**config.mk**
```make
export PLATFORM = sky130hd
export DESIGN_NAME = dec3to8_pulse_gen
export DESIGN_NICKNAME = d
export VERILOG_FILES = /design/src/rtl/dec3to8_pulse_gen.sv
export SDC_FILE = /design/constraint.sdc
export NUM_CORES = 1
export LEC_CHECK = 0
export BUFFER_PORTS_ARGS = -buffer_cell sky130_fd_sc_hd__buf_2
export CORE_MARGIN = 3
export CORE_UTILIZATION = 43
export CTS_CLUSTER_SIZE = 40
export DETAILED_ROUTE_END_ITERATION = 10
export GPL_TIMING_DRIVEN = 0
export PLACE_DENSITY = 0.76
export SETUP_SLACK_MARGIN = 0.05
export SYNTH_ARGS = -nofsm -noshare
export SYNTH_HDL_FRONTEND = slang
export SYNTH_SLANG_ARGS = --single-unit
```
**constraint.sdc**
```tcl
create_clock -name clk -period 1.23 [get_ports clk]
set_clock_uncertainty 0.1 [all_clocks]
set_input_delay 0.0615 -clock clk [delete_from_list [all_inputs] [get_ports clk]]
set_output_delay 0.0615 -clock clk [all_outputs]
set_load 0.005 [all_outputs]
```
**src/rtl/dec3to8_pulse_gen.sv**
```systemverilog
// -----------------------------------------------------------------------------
// dec3to8_pulse_gen
//
// Purpose:
//   Accepts a 3-bit code through a valid/ready handshake and drives the
//   registered one-hot decode of that code on y.
//   - Stretch build: y is held for HOLD cycles. It is then followed by GAP
//     idle cycles before the next code is accepted.
//   - Default build: y is a single-cycle pulse and done coincides with it.
//
// Build option:
//   DEC_STRETCH_EN  - when defined, the HOLD/GAP counters are built. When
//                     undefined, HOLD is fixed at 1 and GAP is fixed at 0.
//
// Parameters:
//   HOLD  - drive cycles per accepted code (1..255; 0 behaves as 1).
//   GAP   - forced idle cycles after each drive phase (0..255).
//
// Ports:
//   clk       in   1  clock; all state changes on the rising edge
//   rst_n     in   1  asynchronous active-low reset
//   in_valid  in   1  source presents a code this cycle
//   in_code   in   3  binary index 0..7 to decode
//   in_ready  out  1  high only in IDLE (also high while in reset)
//   y         out  8  registered one-hot decode; zero when not driving
//   busy      out  1  high in DRIVE or GAP
//   done      out  1  high on the last cycle of each drive phase
//   evt_cnt   out  8  accepted-code count, wraps modulo 256
// -----------------------------------------------------------------------------
module dec3to8_pulse_gen #(
  parameter int HOLD = 4,
  parameter int GAP  = 1
) (
  input  logic       clk,
  input  logic       rst_n,
  input  logic       in_valid,
  input  logic [2:0] in_code,
  output logic       in_ready,
  output logic [7:0] y,
  output logic       busy,
  output logic       done,
  output logic [7:0] evt_cnt
);

  typedef enum logic [1:0] {
    S_IDLE  = 2'd0,
    S_DRIVE = 2'd1,
    S_GAP   = 2'd2
  } state_t;

  // Parameters clamped into the range the 8-bit counters can represent.
  // A HOLD of 0 would mean "no drive phase at all", so it is promoted to 1.
  localparam int HOLD_EFF = (HOLD < 1) ? 1 : ((HOLD > 255) ? 255 : HOLD);
  localparam int GAP_EFF  = (GAP < 0) ? 0 : ((GAP > 255) ? 255 : GAP);

  state_t     state_reg, state_next;
  logic [7:0] y_reg, y_next;
  logic [7:0] evt_cnt_reg, evt_cnt_next;
  logic [7:0] code_onehot;
  logic       accept;

  // One comparator per output bit.
  // This guarantees at most one bit of code_onehot is ever set.
  genvar gi;
  generate
    for (gi = 0; gi < 8; gi++) begin : g_onehot
      assign code_onehot[gi] = (in_code == 3'(gi));
    end
  endgenerate

  // Handshake and status are decoded straight from the state register.
  // Reset therefore forces in_ready=1 and busy=0 without waiting for clk.
  assign in_ready = (state_reg == S_IDLE);
  assign busy     = (state_reg != S_IDLE);
  assign accept   = in_valid && in_ready;

  assign y       = y_reg;
  assign evt_cnt = evt_cnt_reg;

  // Shared state register.
  always_ff @(posedge clk or negedge rst_n) begin
    if (!rst_n) begin
      state_reg   <= S_IDLE;
      y_reg       <= 8'h00;
      evt_cnt_reg <= 8'h00;
    end else begin
      state_reg   <= state_next;
      y_reg       <= y_next;
      evt_cnt_reg <= evt_cnt_next;
    end
  end

`ifdef DEC_STRETCH_EN

  // Counters are loaded with N-1 and count down to zero.
  // The phase therefore lasts exactly N cycles.
  localparam logic [7:0] HOLD_LOAD = 8'(HOLD_EFF - 1);
  localparam logic [7:0] GAP_LOAD  = (GAP_EFF > 0) ? 8'(GAP_EFF - 1) : 8'd0;
  localparam bit         GAP_ON    = (GAP_EFF > 0);

  logic [7:0] hold_cnt_reg, hold_cnt_next;
  logic [7:0] gap_cnt_reg, gap_cnt_next;

  always_ff @(posedge clk or negedge rst_n) begin
    if (!rst_n) begin
      hold_cnt_reg <= 8'd0;
      gap_cnt_reg  <= 8'd0;
    end else begin
      hold_cnt_reg <= hold_cnt_next;
      gap_cnt_reg  <= gap_cnt_next;
    end
  end

  always_comb begin
    state_next    = state_reg;
    y_next        = y_reg;
    evt_cnt_next  = evt_cnt_reg;
    hold_cnt_next = hold_cnt_reg;
    gap_cnt_next  = gap_cnt_reg;
    case (state_reg)
      S_IDLE: begin
        if (accept) begin
          y_next        = code_onehot;
          state_next    = S_DRIVE;
          hold_cnt_next = HOLD_LOAD;
          evt_cnt_next  = evt_cnt_reg + 8'd1;
        end
      end
      S_DRIVE: begin
        if (hold_cnt_reg == 8'd0) begin
          y_next = 8'h00;
          if (GAP_ON) begin
            state_next   = S_GAP;
            gap_cnt_next = GAP_LOAD;
          end else begin
            // A GAP of 0 still passes through one IDLE cycle before the
            // next accept, because in_ready is decoded from IDLE only.
            state_next = S_IDLE;
          end
        end else begin
          hold_cnt_next = hold_cnt_reg - 8'd1;
        end
      end
      S_GAP: begin
        if (gap_cnt_reg == 8'd0) begin
          state_next = S_IDLE;
        end else begin
          gap_cnt_next = gap_cnt_reg - 8'd1;
        end
      end
      default: begin
        state_next = S_IDLE;
        y_next     = 8'h00;
      end
    endcase
  end

  assign done = (state_reg == S_DRIVE) && (hold_cnt_reg == 8'd0);

`else

  // Without the stretch counters, every drive phase is exactly one cycle.
  // GAP is never entered. HOLD/GAP are accepted but have no effect in this
  // build. The empty block below only records that fact.
  if ((HOLD_EFF != 1) || (GAP_EFF != 0)) begin : g_stretch_params_ignored
  end

  always_comb begin
    state_next   = state_reg;
    y_next       = y_reg;
    evt_cnt_next = evt_cnt_reg;
    case (state_reg)
      S_IDLE: begin
        if (accept) begin
          y_next       = code_onehot;
          state_next   = S_DRIVE;
          evt_cnt_next = evt_cnt_reg + 8'd1;
        end
      end
      S_DRIVE: begin
        y_next     = 8'h00;
        state_next = S_IDLE;
      end
      default: begin
        state_next = S_IDLE;
        y_next     = 8'h00;
      end
    endcase
  end

  assign done = (state_reg == S_DRIVE);

`endif

endmodule

```
=== After elaboration in Yosys (flattened, before gate mapping) ===
Index checks and enable logic that the tools add are counted.

* Muxes and demuxes: 4
* Bitwise operators: 0
* $add $sub $neg: 1
* Order comparisons: 0
* Shifts and indexed selects: 0
* Div/mod/pow operators: 0
* $mul: 0
* Reduce and logical (&&, ||, !) cells: 5
* Eq/ne operators: 9

{| class="wikitable"
|+ Operators by type and width
! operator !! number
|-
| two-way mux 8 bit || 2
|-
| == test 3 bit (second input constant) || 4
|-
| adder 8 x 1 -> 8 bit (second input constant) || 1
|-
| == test 3 x 2 -> 1 bit (second input constant) || 2
|-
| two-way mux 2 bit || 2
|-
| == test 3 x 1 -> 1 bit (second input constant) || 1
|-
| logical NOT 3 bit || 1
|-
| == test 2 x 1 -> 1 bit (second input constant) || 1
|-
| logical NOT 2 bit || 1
|-
| != test 2 x 1 -> 1 bit (second input constant) || 1
|-
| AND reduction 2 bit || 1
|-
| nonzero test 2 bit || 1
|-
| logical AND 1 bit || 1
|}

* Bits in read-only memories: 0
* Memory bits (writable): 0
* Input bits: 6
* Memories kept: 0
* Bits in latches: 0
* Output and inout port bits: 19
* Word-level logic and storage cells: 22
* Flip-flop bits (word level): 18

=== Depth between registers and ports, before layout ===
* Depth after elaboration: 4
* Depth in mapped cells: 4
* Gate-level depth less buffers: 3

=== Least setup slack after synthesis ===
Ideal clock, no wire load.

* Kind: register to register
* Start: register state_reg[0]
* End: register evt_cnt_reg[5] (netlist: evt_cnt[5])
* Period minus slack after synthesis: 1298 ps
* Buffers on the path: 1
* Arrival time: 1073 ps
* Path slack: -68 ps
* Required time: 1006 ps
* Stages on the path, launching flop included: 5
* Setup time: 124 ps
* Path through: dfrtp_1 > buf_6 > and4b_2 > nand4_1 > xnor2_1

* Longest elaborated chain between the ends: 3

{| class="wikitable"
|+ RTL lines
! item !! line !! RTL
|-
| start, declared || 56 || <nowiki>state_t state_reg, state_next;</nowiki>
|-
| start signal, assigned || 87 || <nowiki>state_reg <= state_next;</nowiki>
|-
| logical NOT 2 bit * || 73, 172 ||
|-
| logical AND 1 bit || 75 || <nowiki>assign accept = in_valid && in_ready;</nowiki>
|-
| AND reduction 2 bit (no line) * || n/a ||
|-
| end signal, assigned || 89 || <nowiki>evt_cnt_reg <= evt_cnt_next;</nowiki>
|-
| end, declared || 58 || <nowiki>logic [7:0] evt_cnt_reg, evt_cnt_next;</nowiki>
|}

Every way passes the cells marked *; elsewhere a longest branch is shown, timed or not.
A chain may end at the register's enable or synchronous reset.

=== Final worst setup path ===
* Start: register state_reg[0]
* End: register evt_cnt_reg[1] (netlist: evt_cnt[1])

Same word-level chain as after synthesis.

==> metrics <==
TritonCTS Buffers 3; H-tree depth 1; Final Util 0.643; Worst Reg-to-Reg Cells 3; Fillers 142; Longest Clk Path Bufs 2; Tmin final 1.31 ns; vias per cell 4.77; Clock Sinks 17; Critical path destination evt_cnt[1]; crit end category register; Clk Latency, worst-skew pair 0.28 ns; clock share of power 0.187; I/O pins 25; critical path type register to register; Worst EP required 1.30 ns; Tcrit/Tclk final 1.06; clock slew at reported path FFs 0.09 ns; Async SR Flop Fraction 1.00; Routed WL 1.43 mm; Area Growth Syn to Fin 34.0%; Final setup viols 6; Mean Syn Cell Area 11.6 um2; startpoint types register; Initial DRC Count 2; vias in the first global route 512; CTS tree built; Design Power 0.00155 W; first-pass GRT wire length 2.24 mm; ranking of synthesized cells by area dfrtp_1 (56%), xnor2_1 (6.9%), nand4_1 (4.1%), mux2i_1 (3.9%), nand4b_1 (3.4%); sequential share of power 0.510; flops & latches, synth 17; most instantiated cells after synthesis dfrtp_1 (17), xnor2_1 (6), nand4_1 (5), nor2_1 (5); Hold WS 0.0477 ns; Non-Filler Instances 125; port bufs 23; setup repair after global routing missed its margin true; number of flops mapped to enable cells by yosys 0; Setup WS pre-CTS -0.109 ns; layout cell share with drive strength beyond 1 0.386; Chip Width 48.2 um; Synthesized Nets 73; LEAKAGE 0.513 nW; length of the first detailed-routing pass in iterations 2; Routed WL per cell 11.4 um; Starting Density 0.480; Critical Path Source state_reg[0]; CP Max Fanout 5; PnR worst setup slack -0.0787 ns; reg2reg setup slack -0.08 ns; Netlist Area Pre-Place 764 um2; CP peak stage delay 0.41 ns; Internal Pwr Total 0.00108 W; combinational share of power 0.304; Sw Share 0.305; grt total ovfl 0; Nets 109; drt drc 0; failing checks negative setup slack; HP Class primary input to register; Main synth FF type dfrtp_1; Rel. slew slack 0.752; cell breakdown of the critical path buf_4, and2b_2, mux2_4; clock root cell clkbuf_4; CP Depth 3; status complete, but fails checks; pwr/cell area 1510 nW/um2; CP arrival 1.38 ns; most numerous cell in the Yosys netlist dfrtp_1; gr usage total 0.141; core area 1590 um2; CP top delay family flip-flops; Final Wtd Congestion 0.738; Psw 0.000473 W; warning count from the yosys run 0; worst-margin pin slew 0.373 ns; maximum VDD drop 0.00107 V; row count 14; worst flop-to-flop path startpoint state_reg[0]; Peak Freq 764 MHz; vias post-DR 596; Placed Cells incl. Taps 113; Detailed Place HPWL 1.00 mm; initial antenna violation count 0; max-slew violations 0; Antenna Cells 0; Cells after Synth 66; ANT nets after route 0; top cell type's share of synthesized area 0.556; unique cell type count in the Yosys netlist 24; Max-Cap Viols 0; WP buf/inv 1; pin count of the biggest net entering global routing 18; Seq/Total Area, Yosys 0.556; full die area 2320 um2; slowest CP cell dfrtp_1; DIE HEIGHT 48.2 um; worst reg2reg path endpoint evt_cnt[1]; Yosys top cell by area dfrtp_1; final hold violation count 0
[cell type report]
type | count | area (um2) | share of cell area
Clock buffer | 4 | 26.3 | 0.0256
Sequential cell | 17 | 427 | 0.416
Inverter | 1 | 3.75 | 0.00366
Multi-Input combinational cell | 43 | 314 | 0.306
Buffer | 4 | 27.5 | 0.0269
Tap cell | 24 | 30.0 | 0.0293
Timing Repair Buffer | 32 | 196 | 0.192
[timing repair]
item                       in CTS  in global routing
pin swaps                       2                  4
hold buffers                    4                  0
hold endpoints to repair       21                  0
resized for setup               1                  2
setup endpoints to repair       6                 10
setup buffers                   4                  1
[worst register-to-register path, delay by kind of cell (launching register included)]
family | cells | cell delay (ns)
AND/OR/NAND/NOR | 1 | 0.26
flip-flops | 1 | 0.41
multiplexers | 1 | 0.30
buffers and inverters | 1 | 0.14
[routing by layer]
layer  wire length [um]  global-route usage  vias up
met1                678               0.182      274
met5                  0                   0        -
li1                   -                   -      297
met4                 15              0.0645        0
met2                651               0.221       23
met3                 82              0.0332        2
[logic make-up after synthesis]
| family | after synthesis | share of synthesized area |
|---|---|---|
| DFF | 17 | 0.556 |
| AOI/OAI and AO/OA | 5 | 0.0344 |
| muxes | 4 | 0.0540 |
| buffers and inverters | 6 | 0.0475 |
| xor gates and xnor gates | 7 | 0.0802 |
| adders and majority gates | 1 | 0.0164 |
| and+or+nand+nor | 26 | 0.211 |
[power by group through the flow]
stage | sequential [W] | combinational (W) | clock [W]
after floorplan | 0.000796 | 0.000201 | 0
after CTS | 0.000784 | 0.000447 | 0.000300
final | 0.000789 | 0.000470 | 0.000289
after global routing | 0.000807 | 0.000520 | 0.000337
after detailed placement | 0.000804 | 0.000372 | 0
after global placement | 0.000801 | 0.000362 | 0
[metrics by stage]
stage               setup TNS, ns  area (um2)
detailed placement         -0.344         920
floorplan                  -0.175         774
global placement           -0.292         920
finish                     -0.356        1020
CTS                        -0.388        1010
global route               -0.997        1020
[worst min path at each step]
stage	from	endpoint	slack (ns)	cells past startpoint
final	in_valid	state_reg[0]	0.05	2
after global routing	in_valid	state_reg[0]	0.03	2
after CTS	in_valid	state_reg[0]	0.03	2
after detailed placement	rst_n	y[5]	-0.1	1
after global placement	rst_n	y[5]	-0.10	1
after floorplan	rst_n	evt_cnt[0]	-0.33	0
[cells in the final DEF (no fill, tap or decap), drive strengths merged]
cell type,Yosys,routed
a21oi,4,4
nand4b,3,3
nor2,5,5
a31oi,1,1
nor2b,1,1
nand4,5,5
xnor2,6,6
nand2b,4,4
xor2,1,1
and3,1,1
clkbuf,1,5
dfrtp,17,17
and2b,1,1
nor3b,2,2
dlygate4sd3,0,4
nand2,2,2
ha,1,1
nor3,1,1
mux2i,3,3
and4b,1,1
buf,4,31
inv,1,1
mux2,1,1
No activity file was read; power rests on OpenSTA's default activity.
